===== src/rtl/mem_fifo_ctrl.sv =====
// Pointer/flag controller that turns the external 4x12 Memory into a synchronous FIFO.
// Optional LEVEL/ALMOST_FULL outputs are enabled by defining MEM_FIFO_LEVEL_EN.
module mem_fifo_ctrl #(
    parameter int ADDR_W = 2,
    parameter int DEPTH  = 4,
    parameter int Y_W    = 5
) (
    input  logic              CLK,
    input  logic              ASYNCRESET,
    input  logic              ENQ_VALID,
    output logic              ENQ_READY,
    input  logic              ENQ_DATA_0_X,
    input  logic              ENQ_DATA_1_X,
    input  logic [Y_W-1:0]    ENQ_DATA_0_Y,
    input  logic [Y_W-1:0]    ENQ_DATA_1_Y,
    output logic              DEQ_VALID,
    input  logic              DEQ_READY,
    output logic              DEQ_DATA_0_X,
    output logic              DEQ_DATA_1_X,
    output logic [Y_W-1:0]    DEQ_DATA_0_Y,
    output logic [Y_W-1:0]    DEQ_DATA_1_Y,
    output logic [ADDR_W-1:0] WADDR,
    output logic              WDATA_0_X,
    output logic              WDATA_1_X,
    output logic [Y_W-1:0]    WDATA_0_Y,
    output logic [Y_W-1:0]    WDATA_1_Y,
    output logic              WE,
    output logic [ADDR_W-1:0] RADDR,
`ifdef MEM_FIFO_LEVEL_EN
    output logic [ADDR_W:0]   LEVEL,
    output logic              ALMOST_FULL,
`endif
    input  logic              RDATA_0_X,
    input  logic              RDATA_1_X,
    input  logic [Y_W-1:0]    RDATA_0_Y,
    input  logic [Y_W-1:0]    RDATA_1_Y
);

    if (DEPTH != (1 << ADDR_W)) begin : g_depth_check
        $error("mem_fifo_ctrl: DEPTH must equal 2**ADDR_W");
    end

    localparam logic [ADDR_W:0] PTR_ONE = (ADDR_W + 1)'(1);

    logic [ADDR_W:0] wptr;
    logic [ADDR_W:0] rptr;
    logic            empty;
    logic            full;
    logic            enq_fire;
    logic            deq_fire;

    // Handshake: a transfer happens on a rising CLK edge when valid and ready
    // are both high; ENQ_READY depends only on fullness and DEQ_VALID only on
    // emptiness, so neither side combinationally bypasses the other.
    assign empty    = (wptr == rptr);
    assign full     = (wptr[ADDR_W-1:0] == rptr[ADDR_W-1:0]) && (wptr[ADDR_W] != rptr[ADDR_W]);
    assign ENQ_READY = !full;
    assign DEQ_VALID = !empty;
    assign enq_fire = ENQ_VALID && ENQ_READY;
    assign deq_fire = DEQ_VALID && DEQ_READY;

    // Reset also masks the write strobe so Memory is never written while held.
    assign WE        = enq_fire && !ASYNCRESET;
    assign WADDR     = wptr[ADDR_W-1:0];
    assign WDATA_0_X = ENQ_DATA_0_X;
    assign WDATA_1_X = ENQ_DATA_1_X;
    assign WDATA_0_Y = ENQ_DATA_0_Y;
    assign WDATA_1_Y = ENQ_DATA_1_Y;

    assign RADDR        = rptr[ADDR_W-1:0];
    assign DEQ_DATA_0_X = RDATA_0_X;
    assign DEQ_DATA_1_X = RDATA_1_X;
    assign DEQ_DATA_0_Y = RDATA_0_Y;
    assign DEQ_DATA_1_Y = RDATA_1_Y;

    always_ff @(posedge CLK or posedge ASYNCRESET) begin
        if (ASYNCRESET) begin
            wptr <= '0;
            rptr <= '0;
        end else begin
            if (enq_fire) wptr <= wptr + PTR_ONE;
            if (deq_fire) rptr <= rptr + PTR_ONE;
        end
    end

`ifdef MEM_FIFO_LEVEL_EN
    localparam logic [ADDR_W:0] AF_LEVEL = (ADDR_W + 1)'(DEPTH - 1);

    // The wrap bit makes the modular difference span 0..DEPTH exactly.
    assign LEVEL       = wptr - rptr;
    assign ALMOST_FULL = (LEVEL >= AF_LEVEL);
`endif

endmodule


===== config.mk =====
export PLATFORM = sky130hd
export DESIGN_NAME = mem_fifo_ctrl
export DESIGN_NICKNAME = d
export VERILOG_FILES = /design/src/rtl/mem_fifo_ctrl.sv
export SDC_FILE = /design/constraint.sdc
export NUM_CORES = 1
export LEC_CHECK = 0
export ABC_CLOCK_PERIOD_IN_PS = 1600
export BUFFER_PORTS_ARGS = -buffer_cell sky130_fd_sc_hd__buf_2
export CAP_MARGIN = 20
export CORE_MARGIN = 1
export CORE_UTILIZATION = 35
export DETAILED_ROUTE_END_ITERATION = 7
export PLACE_DENSITY = 0.82
export SLEW_MARGIN = 40
export SYNTH_ARGS = -nofsm -noshare
export SYNTH_HDL_FRONTEND = slang
export SYNTH_SLANG_ARGS = --single-unit

===== constraint.sdc =====
create_clock -name CLK -period 1.6 [get_ports CLK]
set_input_delay 0.32 -clock CLK [delete_from_list [all_inputs] [get_ports CLK]]
set_output_delay 0.32 -clock CLK [all_outputs]
set_load 0.05 [all_outputs]

Yosys cells after proc, flatten, opt, wreduce, memory -nomap -nowiden --
Cells that the tools add are included. Widths: inputs -> output; s select.
Word-level totals: bits in registers 6, bits of input ports 28, output and inout port bits 31, word-level logic and storage cells 14
Operators by class: add/sub/neg operators 2, equality and inequality tests 3, reductions and logical operators 7
Operators by type and width (number):
- $add 3x1->3 const B | 2
- $logic_and 1x1->1 | 4
- $eq 3x3->1 | 1
- $logic_not 1->1 | 3
- $eq 2x2->1 | 1
- $ne 1x1->1 | 1

Logic depth before layout (Yosys ltp) --
Gate-level depths: netlist of the first run.
depth in word-level cells 5, depth in mapped cells 4

Least setup slack after synthesis of the first run --
Ideal clock, no wire load.
path kind register to output, start register wptr[1], end output port WE, arrival 1.601 ns, data required time 1.280 ns, slack -0.321 ns, cell stages (with the launch flop) 4, path buffers 0, cells stage by stage dfrtp_1 -> xnor2_1 -> and2_1 -> a21oi_1
Between the ends: cells in the longest elaborated chain, start to end 5
RTL lines:
- start: declaration | RTL line 45 | logic [ADDR_W:0] wptr;
- start signal: assignment | RTL line 81 | if (enq_fire) wptr <= wptr + PTR_ONE;
- $eq 2x2->1 | RTL line 56 | assign full = (wptr[ADDR_W-1:0] == rptr[ADDR_W-1:0]) && (wptr[ADDR_W] != rptr[ADDR_W]);
- $logic_and 1x1->1 | RTL line 56
- $logic_not 1->1 | RTL line 57 | assign ENQ_READY = !full;
- $logic_and 1x1->1 | RTL line 59 | assign enq_fire = ENQ_VALID && ENQ_READY;
- $logic_and 1x1->1 | RTL line 63 | assign WE = enq_fire && !ASYNCRESET;
- end: declaration | RTL line 27 | output logic WE,
No other way between the ends.

Final worst setup path of the first run --
start register rptr[2], end output port WE
Between the ends: cells in the longest elaborated chain, start to end 5
RTL lines:
- start: declaration | RTL line 46 | logic [ADDR_W:0] rptr;
- start signal: assignment | RTL line 82 | if (deq_fire) rptr <= rptr + PTR_ONE;
- $ne 1x1->1 | RTL line 56
- $logic_and 1x1->1 | RTL line 56
- $logic_not 1->1 | RTL line 57
- $logic_and 1x1->1 | RTL line 59
- $logic_and 1x1->1 | RTL line 63
No other way between the ends.

==> results of run 1 <==
-- sequential cells by signal (all words and copies together), names as in the netlist --
register / flops
wptr: 3
rptr: 3
-- worst register-to-register path: stages (launching register included) --
cell      delay (ns)
dfrtp_1         0.40
buf_4           0.17
ha_1            0.29
nand2b_1        0.12
o31ai_1         0.08
a211oi_2        0.24
-- report_power, final --
part           total [W]  switching, W  internal (W)  leakage [nW]
clock           0.000142     0.0000566     0.0000850        0.0138
sequential      0.000285     0.0000623      0.000223        0.0747
combinational    0.00145      0.000837      0.000615         0.226
-- final timing paths --
| check | start | slack (ns) | to |
|---|---|---|---|
| worst max-delay path | rptr[2] | -0.01 | WE |
| worst min-delay path | ASYNCRESET | 0.06 | wptr[0] |
| worst max register to register | wptr[1] | 0.21 | wptr[1] |
| worst min register to register | rptr[2] | 0.61 | rptr[2] |
| max in group asynchronous | ASYNCRESET | 1.42 | wptr[1] |
| min in group CLK | DEQ_READY | 0.39 | rptr[0] |
-- synthesized netlist by cell type --
cell      instances
nand3_1           2
o31ai_1           2
dfrtp_1           6
a211oi_2          2
inv_1             4
buf_4            28
xnor2_1           3
a21oi_1           5
and2_1            1
a31oi_1           2
a211o_1           1
ha_1              2
nand2_1           5
o211ai_1          1
nand4_1           2
xor2_1            4
nand2b_1          4
-- what timing repair did --
item | CTS | global route
pin swaps | 1 | 1
endpoints found under the setup margin | 3 | 3
cloned | 0 | 0
setup buffers | 1 | 3
gates resized for setup | 5 | 4
-- layer usage --
metal | track usage, % | vias to the layer above
li1 | - | 217
met1 | 14.8 | 217
met2 | 21.5 | 24
met3 | 5.71 | 20
met4 | 19.4 | 0
met5 | 0 | -
-- layout by cell type (no fill, tap or decap) --
master	count
buf_4	13
buf_2	7
dfrtp_1	6
nand2_1	5
xor2_1	4
nand2b_1	4
inv_1	4
a21oi_1	4
clkbuf_4	3
buf_6	3
nand4_1	2
xnor2_1	2
o31ai_1	2
a211oi_2	2
nand3_1	2
a31oi_1	2
ha_1	2
xnor2_2	1
and2_4	1
o211ai_1	1
a211o_1	1
a21oi_2	1
-- cell type report --
cell class,count,area share [%]
multi-input combinational,36,41.0
timing repair buffer,23,25.6
tap,24,4.62
sequential,6,23.1
inverter,4,2.31
clock buffer,3,3.46
-- through the flow --
step | util (%) | instances | area, um^2
floorplan | - | 74 | 632
global placement | 35.7 | 89 | 569
detailed placement | 35.7 | 89 | 569
CTS | 38.8 | 93 | 618
global route | 40.8 | 96 | 651
finish | 40.8 | 96 | 651
-- logic make-up after synthesis --
family	Yosys count	synth area share (%)
XOR/XNOR	7	9.76
adder cells (fa/ha/maj)	2	3.98
AND/OR/NAND/NOR	14	11.6
flip-flops	6	23.9
buffers and inverters	32	35.9
AO/OA/AOI/OAI	13	14.9
==> impl_results.md, run 1 <==
- Cts hold-fix bufs: 0
- Sequential cell area: 150 um^2
- Final RePlAce weighted congestion: 0.801
- Maxcap violations: 0
- Total overflow reported by the global router: 0
- TritonCTS clock tree: yes
- Largest net degree at the start of global routing: 8
- Setup crit end kind: output pin
- Met2 wire length: 595 um
- Slowest library cell on the worst path: dfrtp_1
- Buf/Inv on CP: 1
- I/O pin count: 59
- Critical path's top delay family: flip-flops
- CTS Buf Count: 3
- Worst-margin pin slew: 0.284 ns
- RSZ-0062 raised after global routing: yes
- Iteration-0 DRC Markers: 10
- Syn Inst Count: 74
- Synth area leader: buf_4
- Fin worst setup slack: -0.0110 ns
- Crit-path max FO: 3
- Syn nets: 104
- Die area: 0.00197 mm^2
- Multi-input gate area: 267 um^2
- Total Wirelength: 1.27 mm
- DRC: 0
- Status: finished, violations left
- First-pass GRT wire length: 2.03 mm
- PortBufs: 10
- Fin nets: 104
- Metal3 WL: 100 um
- Filler cell count: 158
- Period utilisation layout: 101%
- Max layer used: met4
- Clk root buf: clkbuf_4
- Chip height: 44.4 um
- Tot GR Track Use: 15.0%
- Vias after detailed routing: 478
- Layout cell share with drive strength beyond 1: 43.1%
- Hold slack: 0.0569 ns
- CTS sink count: 6
- Synthesized flop and latch total: 6
- Post-synth cell types: 17
- Rel. slew slack: 80.9%
- Vias per cell: 4.98
- Pwr Density: 2890 mW/mm^2
- Post-synth top area share: 33.5%
- Vias in the first global route: 469
- Fin. max-slew vios: 0
- Arr. time, crit path: 1.29 ns
- Fin crit period: 1.61 ns
- Routed metal-1 wire length: 483 um
- Critical path required time: 1.28 ns
- FP Rows: 14
- WP depth: 4
- Sequence of cells on the critical path: xor2_1 -> and2_4 -> a21oi_2 -> buf_6
- DP HPWL: 901 um
- Max H-tree Level: 1
- CP Class: flop to output pin
- Synthesized area per cell: 8.49 um^2
- Mapped cell area: 628 um^2
- Pre-Repair DR Iteration Count: 4
- Violated checks: negative setup slack
- Initial Utilization: 39.4%
- Layout area overhead: 3.59%
- Worst-Skew Late Latency: 0.25 ns
- Crit path largest cell delay: 0.40 ns
- Top post-synthesis cells by area: buf_4 33%, dfrtp_1 24%, xor2_1 5.6%
- Ant. Diodes: 0
- Clock Skew: 0.00797 ns
- Static leakage: 0.315 nW
- Final setup vio count: 1
- Fmax: 621 MHz
- Setup crit start kind: flop
- Clk pin slew, worst setup/hold paths: 0.05 ns
- Post-DR wirelength/cell: 13.3 um
- Ys Warns: 0
- Tot Pwr: 0.00188 W
- Initial antenna violation count: 0
- DP Worst Slack: 0.158 ns
- Die W: 44.4 um
- Peak supply drop: 1.04 mV
- Hold WC Path Type: input pin to async pin
- Final ANT Viol Nets: 0
- CTS Buffer Depth: 2
- Core ar.: 0.00159 mm^2
- R2R cell count: 5
- Fin Setup TNS: -0.0110 ns
- Register area share after synthesis: 23.9%
- Hold Violations, Final: 0
No activity file was read; power rests on OpenSTA's default activity.
==> run 2, diff against run 1 <==
==> config.mk (replaced) <==
export PLATFORM = sky130hd
export DESIGN_NAME = mem_fifo_ctrl
export DESIGN_NICKNAME = d
export VERILOG_FILES = /design/src/rtl/mem_fifo_ctrl.sv
export SDC_FILE = /design/constraint.sdc
export NUM_CORES = 1
export LEC_CHECK = 0
export ABC_CLOCK_PERIOD_IN_PS = 1300
export CAP_MARGIN = 20
export CORE_MARGIN = 1
export CORE_UTILIZATION = 35
export DETAILED_ROUTE_END_ITERATION = 7
export DONT_BUFFER_PORTS = 1
export PLACE_DENSITY_LB_ADDON = 0.12
export SLEW_MARGIN = 40
export SYNTH_ARGS = -nofsm -noshare
export SYNTH_HDL_FRONTEND = slang
export SYNTH_SLANG_ARGS = --single-unit
==> constraint.sdc (replaced) <==
create_clock -name CLK -period 1.3 [get_ports CLK]
set_input_delay 0.26 -clock CLK [delete_from_list [all_inputs] [get_ports CLK]]
set_output_delay 0.26 -clock CLK [all_outputs]
set_load 0.05 [all_outputs]
==> impl_results.md, run 2 (synthesized netlist as in run 1, its figures left out) <==
- Arr. time, crit path: 1.31 ns (+0.02 ns)
- Hold EP: rptr[0]
- GR Util met2: 28.5% (+7.1 points)
- Final RePlAce weighted congestion: 0.766 (-4.4%)
- Tot Pwr: 0.00349 W (+85%)
- Fin. max-slew vios: 0 (unchanged)
- CTS sink count: 6 (unchanged)
- Post-DR wirelength/cell: 16.4 um (+24%)
- Rel. slew slack: 82.1% (+1.2 points)
- Vias in the first global route: 557 (+19%)
- CP Class: flop to output pin
- Setup crit start kind: flop
- Max H-tree Level: 1 (unchanged)
- FP Rows: 14 (unchanged)
- Pwr Density: 3680 mW/mm^2 (+28%)
- Commonest non-fill, non-tap cell in the layout: buf_4
- Hold slack: 0.197 ns (+0.140 ns)
- CTS Buf Count: 3 (unchanged)
- Total overflow reported by the global router: 0 (unchanged)
- Initial Utilization: 39.4% (unchanged)
- Pre-Repair DR Iteration Count: 4 (unchanged)
- Tot GR Track Use: 18.5% (+3.5 points)
- Critical path origin: wptr[2]
- FF-to-FF End: wptr[1]
- Worst-Skew Late Latency: 0.25 ns (about the same)
- First-pass GRT wire length: 2.55 mm (+26%)
- Fin crit period: 1.57 ns
- Vias per cell: 5.09 (+2.2%)
- Clock Skew: 0.00332 ns (-0.00465 ns)
- Worst Hold Depth: 2
- I/O pin count: 59 (unchanged)
- Setup crit end kind: output pin
- Worst-margin pin slew: 0.267 ns (-0.0172 ns)
- Min-delay src: DEQ_READY
- TritonCTS clock tree: yes
- Commonest non-fill, non-tap cells in the layout: 19 x buf_4, 6 x buf_6, 4 x inv_1, 4 x nand2_1, 4 x dfrtp_1
- Status: finished, violations left
- Fin nets: 111 (+6.7%)
- Vias after detailed routing: 524 (+9.6%)
- Die area: 0.00197 mm^2 (unchanged)
- Layout area overhead: 50.6%
- Chip height: 44.4 um (unchanged)
- Core ar.: 0.00159 mm^2 (unchanged)
- Initial antenna violation count: 0 (unchanged)
- Ant. Diodes: 0 (unchanged)
- CTS Buffer Depth: 2 (unchanged)
- R2R cell count: 6 (+1)
- Largest net degree at the start of global routing: 8 (unchanged)
- Critical path required time: 1.04 ns (-0.24 ns)
- Top flop regs: rptr (3), wptr (3)
- Static leakage: 0.401 nW (+27%)
- Final setup vio count: 9 (+8)
- DP Worst Slack: -0.0275 ns (-0.185 ns)
- DRC: 0 (unchanged)
- Total Wirelength: 1.69 mm (+33%)
- Met1 Use GR: 19.1% (+4.3 points)
- FF-to-FF Start: wptr[2]
- Maxcap violations: 0 (unchanged)
- Busiest layer in global routing: met2
- Worst reg-to-reg setup slack: -0.16 ns (-0.37 ns)
- Period utilisation layout: 121%
- Crit-path max FO: 3 (unchanged)
- Clk root buf: clkbuf_4
- Clk pin slew, worst setup/hold paths: 0.05 ns (about the same)
- RSZ-0062 raised after global routing: yes
- Violated checks: negative setup slack
- PortBufs: 0 (-10)
- DP HPWL: 1.03 mm (+14%)
- Fin worst setup slack: -0.272 ns (-0.261 ns)
- Hold WC Path Type: input pin to flop
- Hold Violations, Final: 0 (unchanged)
- Iteration-0 DRC Markers: 5 (-5)
- GRT met3 Usage: 5.31% (-0.41 points)
- Peak supply drop: 2.04 mV (+96%)
- Layout cell share with drive strength beyond 1: 69.6% (+27 points)
- Final ANT Viol Nets: 0 (unchanged)
- Filler cell count: 126 (-20%)
- Die W: 44.4 um (unchanged)
- Fmax: 636 MHz
run 2: timing repair:
action                     CTS  global route
gates resized for setup     18            17
pin swaps                    7             9
hold buffers                 1             0
setup buffers               10             3
hold endpoints to repair     6             0
setup endpoints to repair    5            10
run 2: metal layers:
layer / wire length [um] / up-vias
met5: 0 / -
met3: 113 / 12
met2: 874 / 31
met4: 82 / 0
li1: - / 228
met1: 622 / 253
run 2: layout make-up:
cell class              instances  area [um^2]  area share (%)
multi-input cells              36          435            46.0
flip-flops and latches          6          153            16.1
well taps                      24         30.0            3.17
inverters                       4         15.0            1.59
clock buffers                   3         22.5            2.38
repair buffers                 30          290            30.7
run 2: worst max path at each step:
stage          endpoint  slack [ns]  depth (start not counted)
6_report             WE       -0.27                          4
5_1_grt              WE       -0.33                          4
4_1_cts              WE       -0.28                          4
3_5_place_dp         WE       -0.03                          4
3_3_place_gp         WE      -0.006                          4
2_1_floorplan        WE       -0.13                          3
run 2: where the power goes:
part / total [W] / switching [W] / internal [W]
clock network: 0.000177 / 0.0000718 / 0.000105
registers: 0.000388 / 0.000107 / 0.000281
logic: 0.00292 / 0.00152 / 0.00140
total: 0.00349 / 0.00170 / 0.00178
run 2: through the flow:
| step | TNS [ns] | std cells | utilization (%) | area [um^2] |
|---|---|---|---|---|
| after CTS | -0.842 | 101 | 51.6 | 822 |
| final | -1.26 | 103 | 59.3 | 946 |
| after global placement | -0.00588 | 87 | 39.2 | 624 |
| after detailed placement | -0.0275 | 87 | 39.2 | 624 |
| after floorplan | -0.305 | 74 | - | 664 |
| after global routing | -1.76 | 103 | 59.3 | 946 |
run 2: critical path, stage by stage, from the launching register on:
cell and delay, ns:
dfrtp_1 0.41, xor2_2 0.19, and2_4 0.16, a21oi_4 0.16, buf_12 0.15
